==> config.mk <==
export PLATFORM = sky130hd
export DESIGN_NAME = atm_account_arbiter
export DESIGN_NICKNAME = d
export VERILOG_FILES = /design/src/rtl/atm_pkg.sv /design/src/rtl/atm_rr_arbiter.sv /design/src/rtl/atm_account_arbiter.sv
export SDC_FILE = /design/constraint.sdc
export NUM_CORES = 1
export LEC_CHECK = 0
export CAP_MARGIN = 10
export CORE_ASPECT_RATIO = 0.7
export CORE_MARGIN = 3
export CORE_UTILIZATION = 39
export CTS_CLUSTER_SIZE = 25
export DETAILED_ROUTE_END_ITERATION = 8
export DONT_BUFFER_PORTS = 1
export PLACE_DENSITY_LB_ADDON = 0.25
export SKIP_CTS_REPAIR_TIMING = 1
export SKIP_LAST_GASP = 1
export SLEW_MARGIN = 30
export SYNTH_ARGS = -nofsm -noshare
export SYNTH_HDL_FRONTEND = slang
export SYNTH_SLANG_ARGS = --single-unit
export TNS_END_PERCENT = 10
==> constraint.sdc <==
create_clock -name clk -period 2.8 [get_ports clk]
set_input_delay 0.28 -clock clk [delete_from_list [all_inputs] [get_ports clk]]
set_output_delay 0.28 -clock clk [all_outputs]
set_load 0.005 [all_outputs]
==> src/rtl/atm_pkg.sv <==
// Shared opcode, status and FSM encodings for the ATM account arbiter.
package atm_pkg;

  localparam logic [1:0] OP_NONE = 2'b00;
  localparam logic [1:0] OP_BAL  = 2'b01;
  localparam logic [1:0] OP_WD   = 2'b10;
  localparam logic [1:0] OP_DEP  = 2'b11;

  localparam logic [1:0] ST_OK    = 2'b00;
  localparam logic [1:0] ST_INSUF = 2'b01;
  localparam logic [1:0] ST_OVF   = 2'b10;
  localparam logic [1:0] ST_BADOP = 2'b11;

  typedef enum logic [1:0] {
    IDLE = 2'd0,
    EXEC = 2'd1,
    DONE = 2'd2
  } state_t;

endpackage

==> src/rtl/atm_rr_arbiter.sv <==
// Combinational round-robin pick: first set request at index >= i_ptr, wrapping.
module atm_rr_arbiter #(
  parameter int N_REQ = 4,
  parameter int PTR_W = 2
) (
  input  logic [N_REQ-1:0] i_req,
  input  logic [PTR_W-1:0] i_ptr,
  output logic [N_REQ-1:0] o_gnt,
  output logic [PTR_W-1:0] o_idx,
  output logic             o_vld
);

  int               w_pos;
  logic [PTR_W-1:0] w_j;

  always_comb begin
    o_gnt = '0;
    o_idx = '0;
    o_vld = 1'b0;
    w_pos = 0;
    w_j   = '0;
    for (int k = 0; k < N_REQ; k++) begin
      w_pos = int'(i_ptr) + k;
      if (w_pos >= N_REQ) w_pos = w_pos - N_REQ;
      w_j = PTR_W'(w_pos);
      if (!o_vld && i_req[w_j]) begin
        o_vld      = 1'b1;
        o_gnt[w_j] = 1'b1;
        o_idx      = w_j;
      end
    end
  end

endmodule

==> src/rtl/atm_account_arbiter.sv <==
// Round-robin arbiter sharing one balance ledger among N_REQ ATM controllers.
// Optional completed-transaction counter is built when ATM_ARB_TXN_CNT_EN is defined.
module atm_account_arbiter
  import atm_pkg::*;
#(
  parameter int N_REQ    = 4,
  parameter int BAL_W    = 16,
  parameter int INIT_BAL = 1000
) (
  input  logic                   clk,
  input  logic                   reset,
  input  logic [N_REQ-1:0]       req,
  input  logic [2*N_REQ-1:0]     op,
  input  logic [BAL_W*N_REQ-1:0] amt,
  output logic [N_REQ-1:0]       grant,
  output logic                   done,
  output logic [1:0]             status,
  output logic [BAL_W-1:0]       rsp_balance,
  output logic [BAL_W-1:0]       balance,
  output logic                   busy,
  output logic [15:0]            txn_count
);

  localparam int PTR_W = (N_REQ > 1) ? $clog2(N_REQ) : 1;

  state_t           r_state, w_next;
  logic [PTR_W-1:0] r_rr_ptr;
  logic [N_REQ-1:0] r_grant;
  logic [N_REQ-1:0] w_pick_gnt;
  logic [PTR_W-1:0] w_pick_idx;
  logic             w_pick_vld;

  logic [1:0]       r_op;
  logic [BAL_W-1:0] r_amt;
  logic [BAL_W-1:0] r_balance;
  logic [BAL_W-1:0] r_rsp;
  logic [1:0]       r_status;

  logic [1:0]       w_req_op;
  logic [BAL_W-1:0] w_req_amt;
  logic [BAL_W:0]   w_sum;
  logic [BAL_W-1:0] w_res_bal;
  logic [1:0]       w_res_st;

  atm_rr_arbiter #(.N_REQ(N_REQ), .PTR_W(PTR_W)) u_rr (
    .i_req (req),
    .i_ptr (r_rr_ptr),
    .o_gnt (w_pick_gnt),
    .o_idx (w_pick_idx),
    .o_vld (w_pick_vld)
  );

  always_comb begin
    w_req_op  = OP_NONE;
    w_req_amt = '0;
    for (int i = 0; i < N_REQ; i++) begin
      if (w_pick_gnt[i]) begin
        w_req_op  = op[2*i +: 2];
        w_req_amt = amt[BAL_W*i +: BAL_W];
      end
    end
  end

  always_ff @(posedge clk) begin
    if (reset) r_state <= IDLE;
    else       r_state <= w_next;
  end

  always_comb begin
    w_next = r_state;
    case (r_state)
      IDLE:    if (w_pick_vld) w_next = EXEC;
      EXEC:    w_next = DONE;
      DONE:    w_next = IDLE;
      default: w_next = IDLE;
    endcase
  end

  always_comb begin
    busy = (r_state != IDLE);
    done = (r_state == DONE);
  end

  // Ledger evaluation of the latched request; the wide sum exposes deposit overflow
  always_comb begin
    w_sum     = {1'b0, r_balance} + {1'b0, r_amt};
    w_res_bal = r_balance;
    w_res_st  = ST_BADOP;
    case (r_op)
      OP_BAL: w_res_st = ST_OK;
      OP_WD: begin
        if (r_amt <= r_balance) begin
          w_res_bal = r_balance - r_amt;
          w_res_st  = ST_OK;
        end else begin
          w_res_st  = ST_INSUF;
        end
      end
      OP_DEP: begin
        if (w_sum[BAL_W]) begin
          w_res_st  = ST_OVF;
        end else begin
          w_res_bal = w_sum[BAL_W-1:0];
          w_res_st  = ST_OK;
        end
      end
      default: w_res_st = ST_BADOP;
    endcase
  end

  always_ff @(posedge clk) begin
    if (reset) begin
      r_grant  <= '0;
      r_rr_ptr <= '0;
    end else if (r_state == IDLE && w_pick_vld) begin
      r_grant  <= w_pick_gnt;
      r_rr_ptr <= (w_pick_idx == PTR_W'(N_REQ - 1)) ? '0 : w_pick_idx + 1'b1;
    end else if (r_state == DONE) begin
      r_grant  <= '0;
    end
  end

  // Op and amount are captured once at grant, so later input changes cannot leak in
  always_ff @(posedge clk) begin
    if (r_state == IDLE && w_pick_vld) begin
      r_op  <= w_req_op;
      r_amt <= w_req_amt;
    end
  end

  always_ff @(posedge clk) begin
    if (reset) begin
      r_balance <= BAL_W'(INIT_BAL);
      r_rsp     <= '0;
      r_status  <= ST_OK;
    end else if (r_state == EXEC) begin
      r_balance <= w_res_bal;
      r_rsp     <= w_res_bal;
      r_status  <= w_res_st;
    end
  end

`ifdef ATM_ARB_TXN_CNT_EN
  logic [15:0] r_txn_cnt;

  always_ff @(posedge clk) begin
    if (reset)                                    r_txn_cnt <= '0;
    else if (r_state == EXEC && w_res_st == ST_OK) r_txn_cnt <= r_txn_cnt + 16'd1;
  end

  assign txn_count = r_txn_cnt;
`else
  assign txn_count = '0;
`endif

  assign grant       = r_grant;
  assign balance     = r_balance;
  assign rsp_balance = r_rsp;
  assign status      = r_status;

endmodule

==> run_results.csv, run 1 <==
group,metric,value,unit
setup_path,reg2reg_to,"r_amt[0]",
synthesis,yosys-top-cells-area,"dfxtp_1, edfxtp_1, ha_1",
placed_design,hpwl,12200,µm
synthesis,ys_async_sr_fraction,0,
synthesis,ys_seq_area_frac,0.252,
cells_and_area,nFillCells,1056,
power,pwr-share-seq,0.155,
synthesis,synth_edf_count,18,
power,power-per-cell-area,1420,nW/µm²
global_routing,antenna_found_initial,0,
setup_path,rrSetupSlack,-0.08,ns
setup_path,crit_path_start_kind,"register",
status,status,"finished with violations",
cts,cts_tree,"done",
synthesis,synth_top_family_by_area,"compound AO/OA/AOI/OAI gates",
floorplan,fp.dieW,137,µm
synthesis,synth-main-ff-cell,"dfxtp_1",
cts,clk_pin_slew,0.08,ns
cts,clk_latency,0.30,ns
power,clockPowerShare,0.087,
power,p_int,4.63,mW
timing,slew_violations,0,
floorplan,fp.coreArea,11400,µm²
detailed_routing,ant_nets,0,
floorplan,row_count,32,
timing,relSlewSlack,0.613,
synthesis,yosys_warnings,0,
synthesis,syn_area,4680,µm²
placed_design,post-place-ws,-0.472,ns
cts,ctsLongestPathBuffers,2,
status,violations,"negative setup slack",
global_routing,overflow,0,
timing,period_share,1.03,
worst_hold_path,hold_class,"in -> reg",
cells_and_area,final_layout_size_suffix_gt1_frac,0.356,
synthesis,synth_top_area_share,0.137,
cells_and_area,num_antenna_cells,0,
detailed_routing,dr.pass1.iters,5,
power,power.leakage,2.47,nW
cts,cts.sinks,50,
synthesis,yosys.area_share.adder,0.110,
timing,rsz0062_at_grt,"yes",
worst_hold_path,worst_hold_path.num_cells,1,
timing,setup_tns,-0.436,ns
synthesis,synth_common_cells,"nor2_1, nand2_1, ha_1",
floorplan,die_area,13400,µm²
synthesis,yosysTopAreaCell,"dfxtp_1",
timing,layout_setup_ws,-0.0757,ns
synthesis,synth-seq-cells,50,
placed_design,io_buffer_count,0,
cts,root_buffer,"clkbuf_16",
floorplan,top_level_ports,134,
cts,cts_buffers,5,
synthesis,yosysMostFrequentCell,"nor2_1",
setup_path,cp.required,2.84,ns
synthesis,avgSynthCellArea,8.43,µm²
global_routing,grt_pass1_vias,4183,
timing,finalCriticalPeriod,2.88,ns
setup_path,worstRegToRegCells,9,
synthesis,synthMuxAreaShare,0.0166,
cells_and_area,syn2layout_area_growth,29.6,%
setup_path,cp_max_fo,18,
placed_design,routabilityCongestion,0.978,
floorplan,die_h,97.7,µm
synthesis,synth_compound_area_frac,0.323,
synthesis,yosys.area_share.simple,0.171,
timing,hold_viol_final,0,
timing,worst_pin_slew,0.579,ns
detailed_routing,vias_per_cell,5.93,
setup_path,crit_path_end_kind,"register",
power,combPwrFrac,0.758,
global_routing,grt_pass1_wl,22400,µm
global_routing,grt_max_degree,38,
setup_path,critical_path_class,"reg -> reg",
synthesis,synthXorXnorAreaFrac,0.0112,
setup_path,cp.arrival,2.91,ns
detailed_routing,initialDrtViolationCount,423,
detailed_routing,via_count,4670,
power,swShare,0.463,
detailed_routing,routed_wl,15800,µm
detailed_routing,drc,0,
cts,htreeDepth,2,
timing,fin_skew,0.0113,ns
global_routing,grt_usage,0.212,
worst_hold_path,holdCritStartpoint,"reset",
detailed_routing,wl_per_cell,20.0,µm
timing,finalSetupViolCount,24,
floorplan,start_util,0.412,
job,cap_violations,0,
power,peakVddDrop,883,µV
synthesis,synth_cell_types,70,
cells_and_area,nNetsFinal,751,
synthesis,syn_inst,555,
power,power.switching,3.99,mW
timing,max_freq,348,MHz
[final cells by class]
cell class / instances / area (µm²) / area share
clock buffer: 6 / 139 / 0.0229
clock inverter: 2 / 38.8 / 0.00640
inverter: 35 / 136 / 0.0225
multi-input combinational: 427 / 3410 / 0.563
sequential: 50 / 1190 / 0.196
tap: 153 / 191 / 0.0316
timing repair buffer: 114 / 957 / 0.158
[layer usage]
layer  routed length (µm)  global-route usage
met5                    0                   0
met4                  127              0.0284
met3                 1730              0.0476
met1                 7190               0.327
met2                 6720               0.307
[worst max-delay path by stage]
stage                     start  slack (ns)  cells past startpoint        end
CTS                 r_rr_ptr[1]       -0.49                      9   r_amt[0]
global route           r_amt[4]       -0.17                     14   register
global placement    r_rr_ptr[1]       -0.48                      9   r_amt[0]
detailed placement  r_rr_ptr[1]       -0.47                      9   r_amt[0]
floorplan              register       -0.07                     12  r_amt[10]
finish                 register       -0.08                      9   r_amt[0]
[stage by stage]
step | total power [mW] | cells | hold WS [ns] | util | instance area (µm²)
after CTS | 7.43 | 776 | 0.0452 | 0.486 | 5530
after global placement | 6.57 | 768 | 0.362 | 0.471 | 5350
final | 8.62 | 787 | 0.0582 | 0.533 | 6060
after floorplan | 4.88 | 570 | 0.464 | - | 4760
after detailed placement | 6.67 | 768 | 0.363 | 0.471 | 5350
after global routing | 9.16 | 787 | 0.0438 | 0.533 | 6060
[cells by family (layout without fill, tap and decap cells)]
logic type | Yosys count | count (layout)
compound gates | 185 | 185
simple gates | 175 | 176
buf+inv | 94 | 157
flops | 50 | 50
fa+ha+maj | 40 | 40
xor+xnor | 6 | 6
mux | 4 | 4
other cells | 1 | 16
[worst max-delay path, cell delays in order, from the launching register on]
cell,delay (ns)
dfxtp_4,0.37
inv_6,0.03
ha_4,0.26
mux4_2,0.60
a22oi_2,0.21
nor2_1,0.06
a221o_2,0.39
buf_12,0.19
a221oi_2,0.37
o31ai_4,0.11
[power by group through the flow]
stage | clock network (mW) | logic, mW | registers, mW
2_1_floorplan | 0 | 3.61 | 1.28
3_3_place_gp | 0 | 5.23 | 1.34
3_5_place_dp | 0 | 5.33 | 1.34
4_1_cts | 0.760 | 5.35 | 1.32
5_1_grt | 0.789 | 7.01 | 1.35
6_report | 0.751 | 6.53 | 1.34
[cell usage in the layout (no fill, tap or decap), types with 5 or more instances in the layout]
master     instances
buf_4            101
nor2_1            73
nand2_1           39
ha_1              34
inv_1             31
a21oi_1           29
dfxtp_1           29
a221oi_2          20
edfxtp_1          18
conb_1            16
o21ai_0           14
o31ai_2           13
nor3_1            13
o21bai_1          12
a221o_1           10
nor2b_1            9
o31ai_1            8
buf_6              7
a21o_1             6
a21oi_2            6
nor2_2             6
clkbuf_16          6
nand2b_1           5
nor3_2             5
xnor2_1            5
a22oi_1            5
nand3_1            5
(Power assumes the default switching activity.)
==> run 2: changes to the inputs <==
--- a/config.mk
+++ b/config.mk
@@ -5,10 +5,12 @@
 export SDC_FILE = /design/constraint.sdc
 export NUM_CORES = 1
 export LEC_CHECK = 0
+export ABC_CLOCK_PERIOD_IN_PS = 2800
 export CAP_MARGIN = 10
-export CORE_ASPECT_RATIO = 0.7
+export CELL_PAD_IN_SITES_DETAIL_PLACEMENT = 1
+export CELL_PAD_IN_SITES_GLOBAL_PLACEMENT = 2
 export CORE_MARGIN = 3
-export CORE_UTILIZATION = 39
+export CORE_UTILIZATION = 34
 export CTS_CLUSTER_SIZE = 25
 export DETAILED_ROUTE_END_ITERATION = 8
 export DONT_BUFFER_PORTS = 1
==> run_results.csv, run 2 (synthesized netlist as in run 1, its figures left out) <==
group,metric,value,unit
status,status,"finished with violations",
status,violations,"negative setup slack",
timing,period_share,1.04,
setup_path,cp.arrival,2.95,ns
placed_design,io_buffer_count,0,
setup_path,cp.required,2.84,ns
cts,root_buffer,"clkbuf_16",
setup_path,path_cells,"inv_2 > ha_4 > mux4_2 > buf_6 > nor2b_4 > a22oi_2 > nor2_1 > a221o_1 > nor2_4 > buf_8 > clkbuf_16 > a221oi_2 > o31ai_2",
timing,layout_setup_ws,-0.103,ns
cells_and_area,nNetsFinal,772,
cells_and_area,layout_common_cells,"buf_4, nor2_1, nand2_1",
floorplan,start_util,0.351,
global_routing,overflow,0,
floorplan,die_h,123,µm
worst_hold_path,hold_class,"in -> reg",
worst_hold_path,holdCritStartpoint,"reset",
detailed_routing,via_count,4729,
cells_and_area,nFillCells,1574,
floorplan,fp.dieW,123,µm
floorplan,top_level_ports,134,
setup_path,critical_path_class,"reg -> reg",
setup_path,crit_path_end_kind,"register",
power,peakVddDrop,669,µV
placed_design,post-place-ws,-0.382,ns
timing,fin_skew,0.0206,ns
timing,hold-worst-slack,0.0495,ns
cells_and_area,multi_input_area,3490,µm²
cells_and_area,syn2layout_area_growth,35.0,%
detailed_routing,drc,0,
power,power.leakage,2.56,nW
timing,worst_pin_slew,0.633,ns
detailed_routing,wl_per_cell,21.2,µm
setup_path,startpoint,"r_rr_ptr[1]",
cells_and_area,layout_commonest_cell,"buf_4",
cells_and_area,regArea,1190,µm²
setup_path,rrSetupSlack,-0.10,ns
detailed_routing,initialDrtViolationCount,255,
cells_and_area,utilization,0.473,
timing,finalSetupViolCount,21,
setup_path,cp_max_fo,8,
cells_and_area,final_layout_size_suffix_gt1_frac,0.385,
global_routing,grt_usage,0.220,
cts,ctsLongestPathBuffers,2,
timing,hold_viol_final,0,
job,cap_violations,0,
timing,slew_violations,0,
setup_path,crit_path_top_delay_cell,"mux4_2",
cts,cts.sinks,50,
global_routing,antenna_found_initial,0,
placed_design,routabilityCongestion,0.937,
setup_path,max_stage_delay,0.56,ns
placed_design,hpwl,13400,µm
cts,cts_tree,"done",
detailed_routing,dr.pass1.iters,4,
cts,clk_pin_slew,0.09,ns
cells_and_area,num_antenna_cells,0,
cts,clk_latency,0.31,ns
setup_path,crit_path_start_kind,"register",
timing,rsz0062_at_grt,"yes",
power,power-per-cell-area,1430,nW/µm²
detailed_routing,ant_nets,0,
floorplan,die_area,15200,µm²
detailed_routing,vias_per_cell,5.69,
global_routing,grt_pass1_vias,4758,
cts,htreeDepth,2,
global_routing,grt_max_degree,38,
floorplan,fp.coreArea,13300,µm²
timing,relSlewSlack,0.577,
timing,max_freq,345,MHz
global_routing,grt_pass1_wl,26100,µm
timing,finalCriticalPeriod,2.90,ns
floorplan,row_count,42,
setup_path,reg2reg_from,"r_rr_ptr[1]",
power,power,9.06,mW
detailed_routing,routed_wl,17600,µm
cts,cts_buffers,5,
-- run 2: cell types whose count changed in the layout (fill, tap and decap cells not counted), moves of 4 or more --
cell and change:
buf_6 -4, a221oi_2 -7, inv_2 +4, ha_4 +9, inv_1 -4, ha_1 -10
buf_4 +25, a221oi_1 +5
-- run 2: worst paths after layout --
check	depth (start not counted)	endpoint
max	13	r_amt[7]
min	1	register
max reg2reg	13	r_amt[7]
min reg2reg	2	grant[2]
-- run 2: routing by layer --
layer	routed length, µm	vias to the layer above	track usage
met5	0	-	0
met4	256	0	0.0581
met3	1050	19	0.0389
met2	8580	169	0.362
met1	7760	2338	0.299
li1	-	2203	-
-- run 2: worst max-delay path, delay by kind of cell (launching register included) --
kind                       cells  cell delay, ns
AOI/OAI and AO/OA              4            0.62
and+or+nand+nor                3            0.33
muxes                          1            0.56
DFF                            1            0.35
adders and majority gates      1            0.27
buffers and inverters          4            0.52
-- run 2: area by class of cell --
| type | instances | area share |
|---|---|---|
| Inverter | 35 | 0.0216 |
| Tap cell | 176 | 0.0349 |
| Clock inverter | 3 | 0.00713 |
| Clock buffer | 5 | 0.0198 |
| Sequential cell | 50 | 0.188 |
| Timing Repair Buffer | 136 | 0.176 |
| Multi-Input combinational cell | 426 | 0.552 |
-- run 2: per-stage QoR --
step | cell area (µm²) | cells | TNS [ns]
floorplan | 4760 | 570 | -0.758
global placement | 5480 | 803 | -3.64
finish | 6320 | 831 | -1.40
CTS | 5650 | 811 | -6.07
detailed placement | 5480 | 803 | -5.06
global route | 6320 | 831 | -5.29
-- run 2: power by group --
part / internal, mW / switching, mW
clock network: 0.423 / 0.311
logic: 3.34 / 3.63
registers: 1.11 / 0.244
==> run 3: changes to the inputs <==
==> constraint.sdc (replaced) <==
create_clock -name clk -period 2.8 [get_ports clk]
set_input_delay 0.56 -clock clk [delete_from_list [all_inputs] [get_ports clk]]
set_output_delay 0.56 -clock clk [all_outputs]
set_load 0.005 [all_outputs]
==> run_results.csv, run 3 (synthesized netlist as in run 1, its figures left out) <==
group,metric,value,unit
cts,cts_buffers,5,
placed_design,dp.cells,803,
setup_path,path_cells,"inv_2 > ha_4 > mux4_2 > buf_6 > nor2b_4 > a22oi_2 > nor2_1 > a221o_1 > nor2_4 > buf_6 > buf_12 > a221oi_4 > o31ai_2",
setup_path,critical_path_class,"reg -> reg",
global_routing,grt_pass1_vias,4763,
power,power-per-cell-area,1440,nW/µm²
detailed_routing,vias_per_cell,5.70,
floorplan,start_util,0.351,
setup_path,critical-path-top-delay-family,"compound AO/OA/AOI/OAI gates",
timing,hold_viol_final,0,
timing,layout_setup_ws,-0.112,ns
floorplan,fp.coreArea,13300,µm²
cells_and_area,fin_cells,830,
placed_design,hpwl,13400,µm
detailed_routing,via_count,4731,
cts,cts.sinks,50,
setup_path,crit_path_start_kind,"register",
detailed_routing,wl_per_cell,21.7,µm
floorplan,fp.dieW,123,µm
detailed_routing,dr.pass1.iters,4,
global_routing,grt_pass1_wl,26100,µm
cells_and_area,final_layout_size_suffix_gt1_frac,0.376,
cts,htreeDepth,2,
timing,period_share,1.04,
global_routing,antenna_found_initial,0,
timing,relSlewSlack,0.582,
setup_path,cp.required,2.85,ns
floorplan,top_level_ports,134,
floorplan,die_area,15200,µm²
status,violations,"negative setup slack",
setup_path,crit_top_cell,"buf_6",
setup_path,cp.arrival,2.96,ns
global_routing,grt_usage,0.220,
timing,finalCriticalPeriod,2.91,ns
cells_and_area,syn2layout_area_growth,35.1,%
cts,clk_pin_slew,0.08,ns
timing,slew_violations,0,
floorplan,die_h,123,µm
cells_and_area,layout_commonest_cell,"buf_4",
detailed_routing,initialDrtViolationCount,225,
worst_hold_path,hold_class,"in -> reg",
cells_and_area,num_antenna_cells,0,
timing,hold-worst-slack,0.334,ns
setup_path,crit_path_top_delay_cell,"mux4_2",
setup_path,cp_max_fo,10,
setup_path,max_stage_delay,0.56,ns
placed_design,routabilityCongestion,0.937,
status,status,"finished with violations",
placed_design,post-place-ws,-0.387,ns
timing,max_freq,343,MHz
floorplan,row_count,42,
timing,finalSetupViolCount,22,
setup_path,cp_num_buf_inv,4,
timing,fin_skew,0.0158,ns
global_routing,grt_max_degree,38,
cells_and_area,nNetsFinal,771,
cts,clk_latency,0.31,ns
detailed_routing,drc,0,
power,power.leakage,2.59,nW
detailed_routing,routed_wl,18000,µm
placed_design,io_buffer_count,0,
power,peakVddDrop,764,µV
cells_and_area,layout_common_cells,"buf_4, nor2_1, nand2_1",
cts,cts_tree,"done",
timing,worst_pin_slew,0.625,ns
cts,root_buffer,"clkbuf_16",
job,cap_violations,0,
setup_path,crit_path_end_kind,"register",
detailed_routing,ant_nets,0,
cts,ctsLongestPathBuffers,2,
timing,rsz0062_at_grt,"yes",
global_routing,overflow,0,
==> run 3: cell type report <==
class,instances,area (µm²)
fillers,1588,7020
multi-input cells,426,3430
flip-flops and latches,50,1180
repair buffers,135,1150
well taps,176,220
inverters,35,136
clock buffers,5,125
clock inverters,3,68.8
==> run 3: path summary, 6_finish.rpt <==
check | slack, ns | cells after the start | to | start
hold reg to reg | 0.50 | 2 | grant[2] | grant[2]
setup / recovery | -0.11 | 13 | r_amt[6] | r_rr_ptr[1]
hold / removal | 0.33 | 1 | rsp_balance[8] | reset
setup reg to reg | -0.11 | 13 | r_amt[6] | r_rr_ptr[1]
==> run 3: metrics by stage <==
step                area (µm²)  utilization  setup TNS, ns  total power, mW
finish                    6320        0.474          -1.07             9.13
global route              6320        0.474          -5.41             9.75
CTS                       5680        0.425          -6.26             7.88
detailed placement        5480        0.411          -4.87             7.00
global placement          5480        0.411          -3.63             6.82
floorplan                 4760            -         -0.758             4.88
==> run 3: power breakdown <==
part	total [mW]	internal [mW]	leakage, nW	switching, mW
Sequential	1.35	1.11	0.448	0.238
Clock	0.823	0.515	0.0940	0.309
Combinational	6.96	3.34	2.04	3.62
==> run 3: layer usage <==
layer	part of all wire	wire length (µm)	up-vias	global-route usage
met5	0	0	-	0
met4	0.019	342	0	0.0526
met3	0.056	1010	26	0.0371
met2	0.50	8990	160	0.372
met1	0.43	7660	2348	0.292
li1	-	-	2197	-
